**src/rtl/nanov_digit_exec.sv**
```systemverilog
// nanov_digit_exec: digit-serial ALU / shifter / comparator, operands streamed LSB-first.
// Define NANOV_EXEC_ROT_EN to build ROL (op 1001) and ROR (op 1011).
module nanov_digit_exec #(
   parameter int unsigned XLEN       = 32,
   parameter int unsigned DIGIT_BITS = 1
) (
   input  logic                    clk,
   input  logic                    rstn,
   input  logic                    start,
   input  logic [3:0]              op,
   input  logic [$clog2(XLEN)-1:0] shamt,
   output logic                    ready,
   input  logic                    in_valid,
   input  logic [DIGIT_BITS-1:0]   a_in,
   input  logic [DIGIT_BITS-1:0]   b_in,
   output logic                    res_valid,
   output logic [DIGIT_BITS-1:0]   res_out,
   output logic                    res_last,
   output logic                    cmp_eq,
   output logic                    cmp_lt,
   output logic                    cmp_ltu
);

   localparam int unsigned DIGITS   = XLEN / DIGIT_BITS;
   localparam int unsigned SW       = $clog2(XLEN);
   localparam int unsigned CW       = ($clog2(DIGITS) > 5) ? $clog2(DIGITS) : 5;
   localparam logic [CW-1:0] LAST_IDX = CW'(DIGITS - 1);

   if ((XLEN & (XLEN - 1)) != 0) begin : g_bad_xlen
      $error("nanov_digit_exec: XLEN must be a power of two");
   end
   if (DIGIT_BITS != 1 && DIGIT_BITS != 2 && DIGIT_BITS != 4 && DIGIT_BITS != 8) begin : g_bad_digit
      $error("nanov_digit_exec: DIGIT_BITS must be 1, 2, 4 or 8");
   end
   if ((XLEN % DIGIT_BITS) != 0) begin : g_bad_div
      $error("nanov_digit_exec: DIGIT_BITS must divide XLEN");
   end

   typedef enum logic [1:0] {IDLE, STREAM, LOAD, EMIT} state_e;
   typedef enum logic [2:0] {SEL_SLL, SEL_SRL, SEL_SRA, SEL_SLT, SEL_SLTU, SEL_ROL, SEL_ROR} sel_e;

   state_e                            state, state_nxt;
   logic   [3:0]                      op_q;
   sel_e                              sel_q, op_sel;
   logic                              op_is_load;
   logic   [SW-1:0]                   shamt_q;
   logic   [CW-1:0]                   cnt;
   logic                              alu_carry, cmp_carry, eq_acc;
   logic   [DIGIT_BITS-1:0]           res_q;
   logic                              stream_valid_q, stream_last_q;
   logic   [XLEN-1:0]                 word_buf;

   logic                              accept, at_last, first_digit;
   logic                              alu_sub, alu_cin, eq_in;
   logic   [DIGIT_BITS-1:0]           b_eff, alu_digit;
   logic   [DIGIT_BITS:0]             alu_sum, cmp_sum;
   logic   [XLEN-1:0]                 res_word;
   logic   [DIGITS-1:0][DIGIT_BITS-1:0] res_digits;
   logic   [DIGIT_BITS-1:0]           emit_digit;

   assign accept      = in_valid && (state == STREAM || state == LOAD);
   assign at_last     = (cnt == LAST_IDX);
   assign first_digit = (cnt == '0);

   // Operation decode, applied only when a start is accepted
   always_comb begin
      op_is_load = 1'b0;
      op_sel     = SEL_SLL;
      case (op[2:0])
         3'b001: begin
            op_is_load = 1'b1;
            op_sel     = SEL_SLL;
`ifdef NANOV_EXEC_ROT_EN
            if (op[3]) op_sel = SEL_ROL;
`endif
         end
         3'b010: begin
            op_is_load = 1'b1;
            op_sel     = SEL_SLT;
         end
         3'b011: begin
            op_is_load = 1'b1;
            op_sel     = SEL_SLTU;
`ifdef NANOV_EXEC_ROT_EN
            if (op[3]) op_sel = SEL_ROR;
`endif
         end
         3'b101: begin
            op_is_load = 1'b1;
            op_sel     = op[3] ? SEL_SRA : SEL_SRL;
         end
         default: op_is_load = 1'b0;
      endcase
   end

   // Streaming ALU digit: SUB inverts B and injects carry 1 on digit 0
   always_comb begin
      alu_sub = (op_q == 4'b1000);
      b_eff   = alu_sub ? ~b_in : b_in;
      alu_cin = first_digit ? alu_sub : alu_carry;
      alu_sum = {1'b0, a_in} + {1'b0, b_eff} + {{DIGIT_BITS{1'b0}}, alu_cin};
      case (op_q[2:0])
         3'b100:  alu_digit = a_in ^ b_in;
         3'b110:  alu_digit = a_in | b_in;
         3'b111:  alu_digit = a_in & b_in;
         default: alu_digit = alu_sum[DIGIT_BITS-1:0];
      endcase
   end

   // Compare chain always forms A-B; A==B exactly when every difference digit is zero
   always_comb begin
      cmp_sum = {1'b0, a_in} + {1'b0, ~b_in} + {{DIGIT_BITS{1'b0}}, (first_digit | cmp_carry)};
      eq_in   = first_digit | eq_acc;
   end

   always_comb begin
      case (sel_q)
         SEL_SRL:  res_word = word_buf >> shamt_q;
         SEL_SRA:  res_word = $signed(word_buf) >>> shamt_q;
         SEL_SLT:  res_word = XLEN'(cmp_lt);
         SEL_SLTU: res_word = XLEN'(cmp_ltu);
`ifdef NANOV_EXEC_ROT_EN
         SEL_ROL:  res_word = (word_buf << shamt_q) | (word_buf >> (XLEN - 32'(shamt_q)));
         SEL_ROR:  res_word = (word_buf >> shamt_q) | (word_buf << (XLEN - 32'(shamt_q)));
`endif
         default:  res_word = word_buf << shamt_q;
      endcase
      res_digits = res_word;
      emit_digit = '0;
      for (int unsigned i = 0; i < DIGITS; i++) begin
         if (cnt == CW'(i)) emit_digit = res_digits[i];
      end
   end

   always_ff @(posedge clk or negedge rstn) begin
      if (!rstn) begin
         state <= IDLE;
      end else begin
         state <= state_nxt;
      end
   end

   always_comb begin
      state_nxt = state;
      case (state)
         IDLE:    if (start) state_nxt = op_is_load ? LOAD : STREAM;
         STREAM:  if (accept && at_last) state_nxt = IDLE;
         LOAD:    if (accept && at_last) state_nxt = EMIT;
         EMIT:    if (at_last) state_nxt = IDLE;
         default: state_nxt = IDLE;
      endcase
   end

   always_comb begin
      ready     = (state == IDLE);
      res_valid = stream_valid_q;
      res_last  = stream_last_q;
      res_out   = res_q;
      if (state == EMIT) begin
         res_valid = 1'b1;
         res_last  = at_last;
         res_out   = emit_digit;
      end
   end

   always_ff @(posedge clk or negedge rstn) begin
      if (!rstn) begin
         op_q           <= '0;
         sel_q          <= SEL_SLL;
         shamt_q        <= '0;
         cnt            <= '0;
         alu_carry      <= 1'b0;
         cmp_carry      <= 1'b0;
         eq_acc         <= 1'b0;
         res_q          <= '0;
         stream_valid_q <= 1'b0;
         stream_last_q  <= 1'b0;
         word_buf       <= '0;
         cmp_eq         <= 1'b0;
         cmp_lt         <= 1'b0;
         cmp_ltu        <= 1'b0;
      end else begin
         stream_valid_q <= 1'b0;
         stream_last_q  <= 1'b0;
         if (state == IDLE && start) begin
            op_q    <= op;
            sel_q   <= op_sel;
            shamt_q <= shamt;
            cnt     <= '0;
            cmp_eq  <= 1'b0;
            cmp_lt  <= 1'b0;
            cmp_ltu <= 1'b0;
         end
         if (accept) begin
            cnt       <= at_last ? '0 : cnt + 1'b1;
            alu_carry <= alu_sum[DIGIT_BITS];
            cmp_carry <= cmp_sum[DIGIT_BITS];
            eq_acc    <= eq_in & (cmp_sum[DIGIT_BITS-1:0] == '0);
            if (at_last) begin
               cmp_eq  <= eq_in & (cmp_sum[DIGIT_BITS-1:0] == '0);
               cmp_ltu <= ~cmp_sum[DIGIT_BITS];
               cmp_lt  <= (a_in[DIGIT_BITS-1] != b_in[DIGIT_BITS-1]) ? a_in[DIGIT_BITS-1]
                                                                      : cmp_sum[DIGIT_BITS-1];
            end
            if (state == STREAM) begin
               res_q          <= alu_digit;
               stream_valid_q <= 1'b1;
               stream_last_q  <= at_last;
            end else begin
               word_buf <= (word_buf >> DIGIT_BITS) | (XLEN'(a_in) << (XLEN - DIGIT_BITS));
            end
         end
         if (state == EMIT) cnt <= at_last ? '0 : cnt + 1'b1;
      end
   end

endmodule
```
**config.mk**
```make
export PLATFORM = sky130hd
export DESIGN_NAME = nanov_digit_exec
export DESIGN_NICKNAME = d
export VERILOG_FILES = /design/src/rtl/nanov_digit_exec.sv
export SDC_FILE = /design/constraint.sdc
export NUM_CORES = 1
export LEC_CHECK = 0
export BUFFER_PORTS_ARGS = -buffer_cell sky130_fd_sc_hd__buf_4
export CAP_MARGIN = 20
export CORE_MARGIN = 10
export CORE_UTILIZATION = 50
export CTS_BUF_LIST = sky130_fd_sc_hd__clkbuf_16
export CTS_CLUSTER_DIAMETER = 120
export DETAILED_ROUTE_END_ITERATION = 10
export PLACE_DENSITY = 0.64
export SLEW_MARGIN = 0
export SYNTH_ARGS = -nofsm -noshare
export SYNTH_HDL_FRONTEND = slang
export SYNTH_SLANG_ARGS = --single-unit
```
**constraint.sdc**
```tcl
create_clock -name clk -period 5.48 [get_ports clk]
set_input_delay 1.096 -clock clk [delete_from_list [all_inputs] [get_ports clk]]
set_output_delay 1.096 -clock clk [all_outputs]
set_load 0.05 [all_outputs]
```
==> results.cfg <==
[clocking]
cts_setup_buffers = 0
cts_buffers = 9
ctsRootBufferMaster = clkbuf_16
holdBufCountCts = 0
cts_tree = built
clock_path_buffers = 2
path_clk_slew_ps = 60
htree_levels = 3
clkLatencyLatePin_ps = 340
cts_sinks = 60
cts_resized = 0

[yosys]
ys.flop_type = dfrtp_1
synth_most_common_cell = nand2_1
synth_top_cells_by_count = nand2_1 (98), mux2_2 (70), dfrtp_1 (60)
yosys.area.top_type = dfrtp_1
synthCells = 859
synth_edf_count = 0
synth_seq_area_share = 0.193
synth_seq_cells = 60
synth_top_cell_area_share = 0.193
ys_warn_count = 0
async_flop_share = 1.00
synth_cell_types = 81
netlist_area_um2 = 7790
ys_top_cells_by_area = dfrtp_1 (19%), mux4_2 (16%), mux2_2 (10%)
syn-num-nets = 889
syn_avg_cell_area_um2 = 9.07

[pwr]
total_power_mw = 4.49
p_per_area_nw_per_um2 = 546
p_leak_nw = 3.24
peakVddDrop_mv = 0.579

[setup_path]
crit_required_ps = 4380
start_kind = register
path_class = register to output pin
arrival_ps = 4180
ff2ff_setup_slack_ps = 2650
cp-end-kind = output pin
cp_max_fo = 50
ff2ff_path_depth = 7

[sta]
fin_crit_sh = 0.962
rsz0062_at_grt = no
fmax_mhz = 190
finClkSkew_ps = 7.02
worstMarginPinSlew_ps = 881
slew_violations = 0
finalSetupViolCount = 0
tns_ps = 0
hold_ws_ps = 478
slew_headroom = 0.405
timing.final.crit_period_ps = 5270
finalHoldViolCount = 0

[detailed_routing]
wl_met3_mm = 2.73
drc_errors = 0
drt_pass1_iterations = 7
routedWlPerCell_um = 28.2
viasPerCell = 7.26
antenna_left = 0
drt_wl_total_mm = 29.3
wl_met2_mm = 13.1
drtIter0Drc = 1386
top_layer_used = met4
vias = 7548
wirelength_met1_mm = 12.3

[cells_and_area]
area_growth_pct = 5.59
fin_nets = 854
antenna_cells = 0
drive_gt1_frac = 0.256
fin_util = 0.539

[placed_design]
gp_congestion = 1.06
post-dp-hpwl_mm = 21.8
numPortBuffers = 21

[global_routing]
grt_max_degree = 61
antenna_found_initial = 0
grt_pass1_wl_mm = 45.3
grt_pass1_vias = 7135
grt_remaining_overflow = 0
grtUsageTotal = 0.286

[floorplan]
io_pins = 22
initial_utilization = 0.511
num_rows = 45
coreArea_um2 = 15300
dieArea_um2 = 21000
die_x_um = 145
dieHeight_um = 145

[status]
status = finished, final reports clean

[job]
maxCapViolCount = 0

[min_path]
hp-class = register to register
hold_depth = 2
-- cells by family after synthesis --
| logic type | after synthesis | share of synthesized area |
|---|---|---|
| simple gates | 253 | 0.157 |
| compound gates | 222 | 0.204 |
| flops | 60 | 0.193 |
| xor+xnor | 3 | 0.00337 |
| mux | 183 | 0.338 |
| fa+ha+maj | 15 | 0.0260 |
| buf+inv | 123 | 0.0788 |
-- layer usage --
| layer | vias up | track usage |
|---|---|---|
| met4 | 0 | 0.118 |
| met1 | 3748 | 0.400 |
| met2 | 489 | 0.422 |
| met3 | 85 | 0.0567 |
| li1 | 3226 | - |
| met5 | - | 0 |
-- area by class of cell --
cell class	instances	area, um2
fillers	1421	7030
multi-input cells	676	5680
flip-flops and latches	60	1510
repair buffers	49	380
well taps	211	264
clock buffers	9	225
inverters	28	105
clock inverters	7	68.8
-- cells in the final DEF (no fill, tap or decap), types with 13 or more instances in the layout --
cell and n:
nand2b_1 14, ha_1 13, o21ai_0 42, dfrtp_1 57, a31oi_1 18, nor2_1 41, buf_4 48, nand3_1 32
mux4_2 57, nand2_1 98, mux2i_1 55, inv_1 29, nor3_1 17, a21oi_1 26, mux2_2 70
-- stage by stage --
stage	area, um2	worst slack [ps]	cells
floorplan	7790	1210	859
global placement	7940	584	1024
detailed placement	7940	655	1024
CTS	8230	275	1040
global route	8230	90.0	1040
finish	8230	207	1040
-- power breakdown --
| group | total (mW) | internal [mW] | switching, mW | leakage (nW) |
|---|---|---|---|---|
| registers | 0.875 | 0.557 | 0.319 | 0.796 |
| clock network | 0.571 | 0.350 | 0.221 | 0.147 |
| logic | 3.04 | 1.17 | 1.88 | 2.30 |
| total | 4.49 | 2.07 | 2.42 | 3.24 |
-- critical path, cell delays in order (launching register included) --
cell and delay, ps:
dfrtp_4 920, buf_4 330, mux2i_1 170, mux4_2 530, o211ai_1 180, a211o_1 150, a21oi_1 60, a2111oi_0 700
o21a_1 260, o21ai_1 100, a31oi_1 190, buf_4 230
-- flip-flops by register name (all words and copies together) (netlist names), 2 cells and up --
register	count
cnt	5
op_q	4
state	2
shamt_q	5
word_buf	32
sel_q	3
-- path summary, 6_finish.rpt --
| check | startpoint | end |
|---|---|---|
| min reg2reg | cmp_carry | cmp_carry |
| min in group asynchronous | rstn | word_buf[5] |
| max | shamt_q[0] | res_out |
| max in group asynchronous | rstn | shamt_q[0] |
| min | cmp_carry | cmp_carry |
| max reg2reg | cnt[0] | state[1] |
No activity file was read; power rests on OpenSTA's default activity.
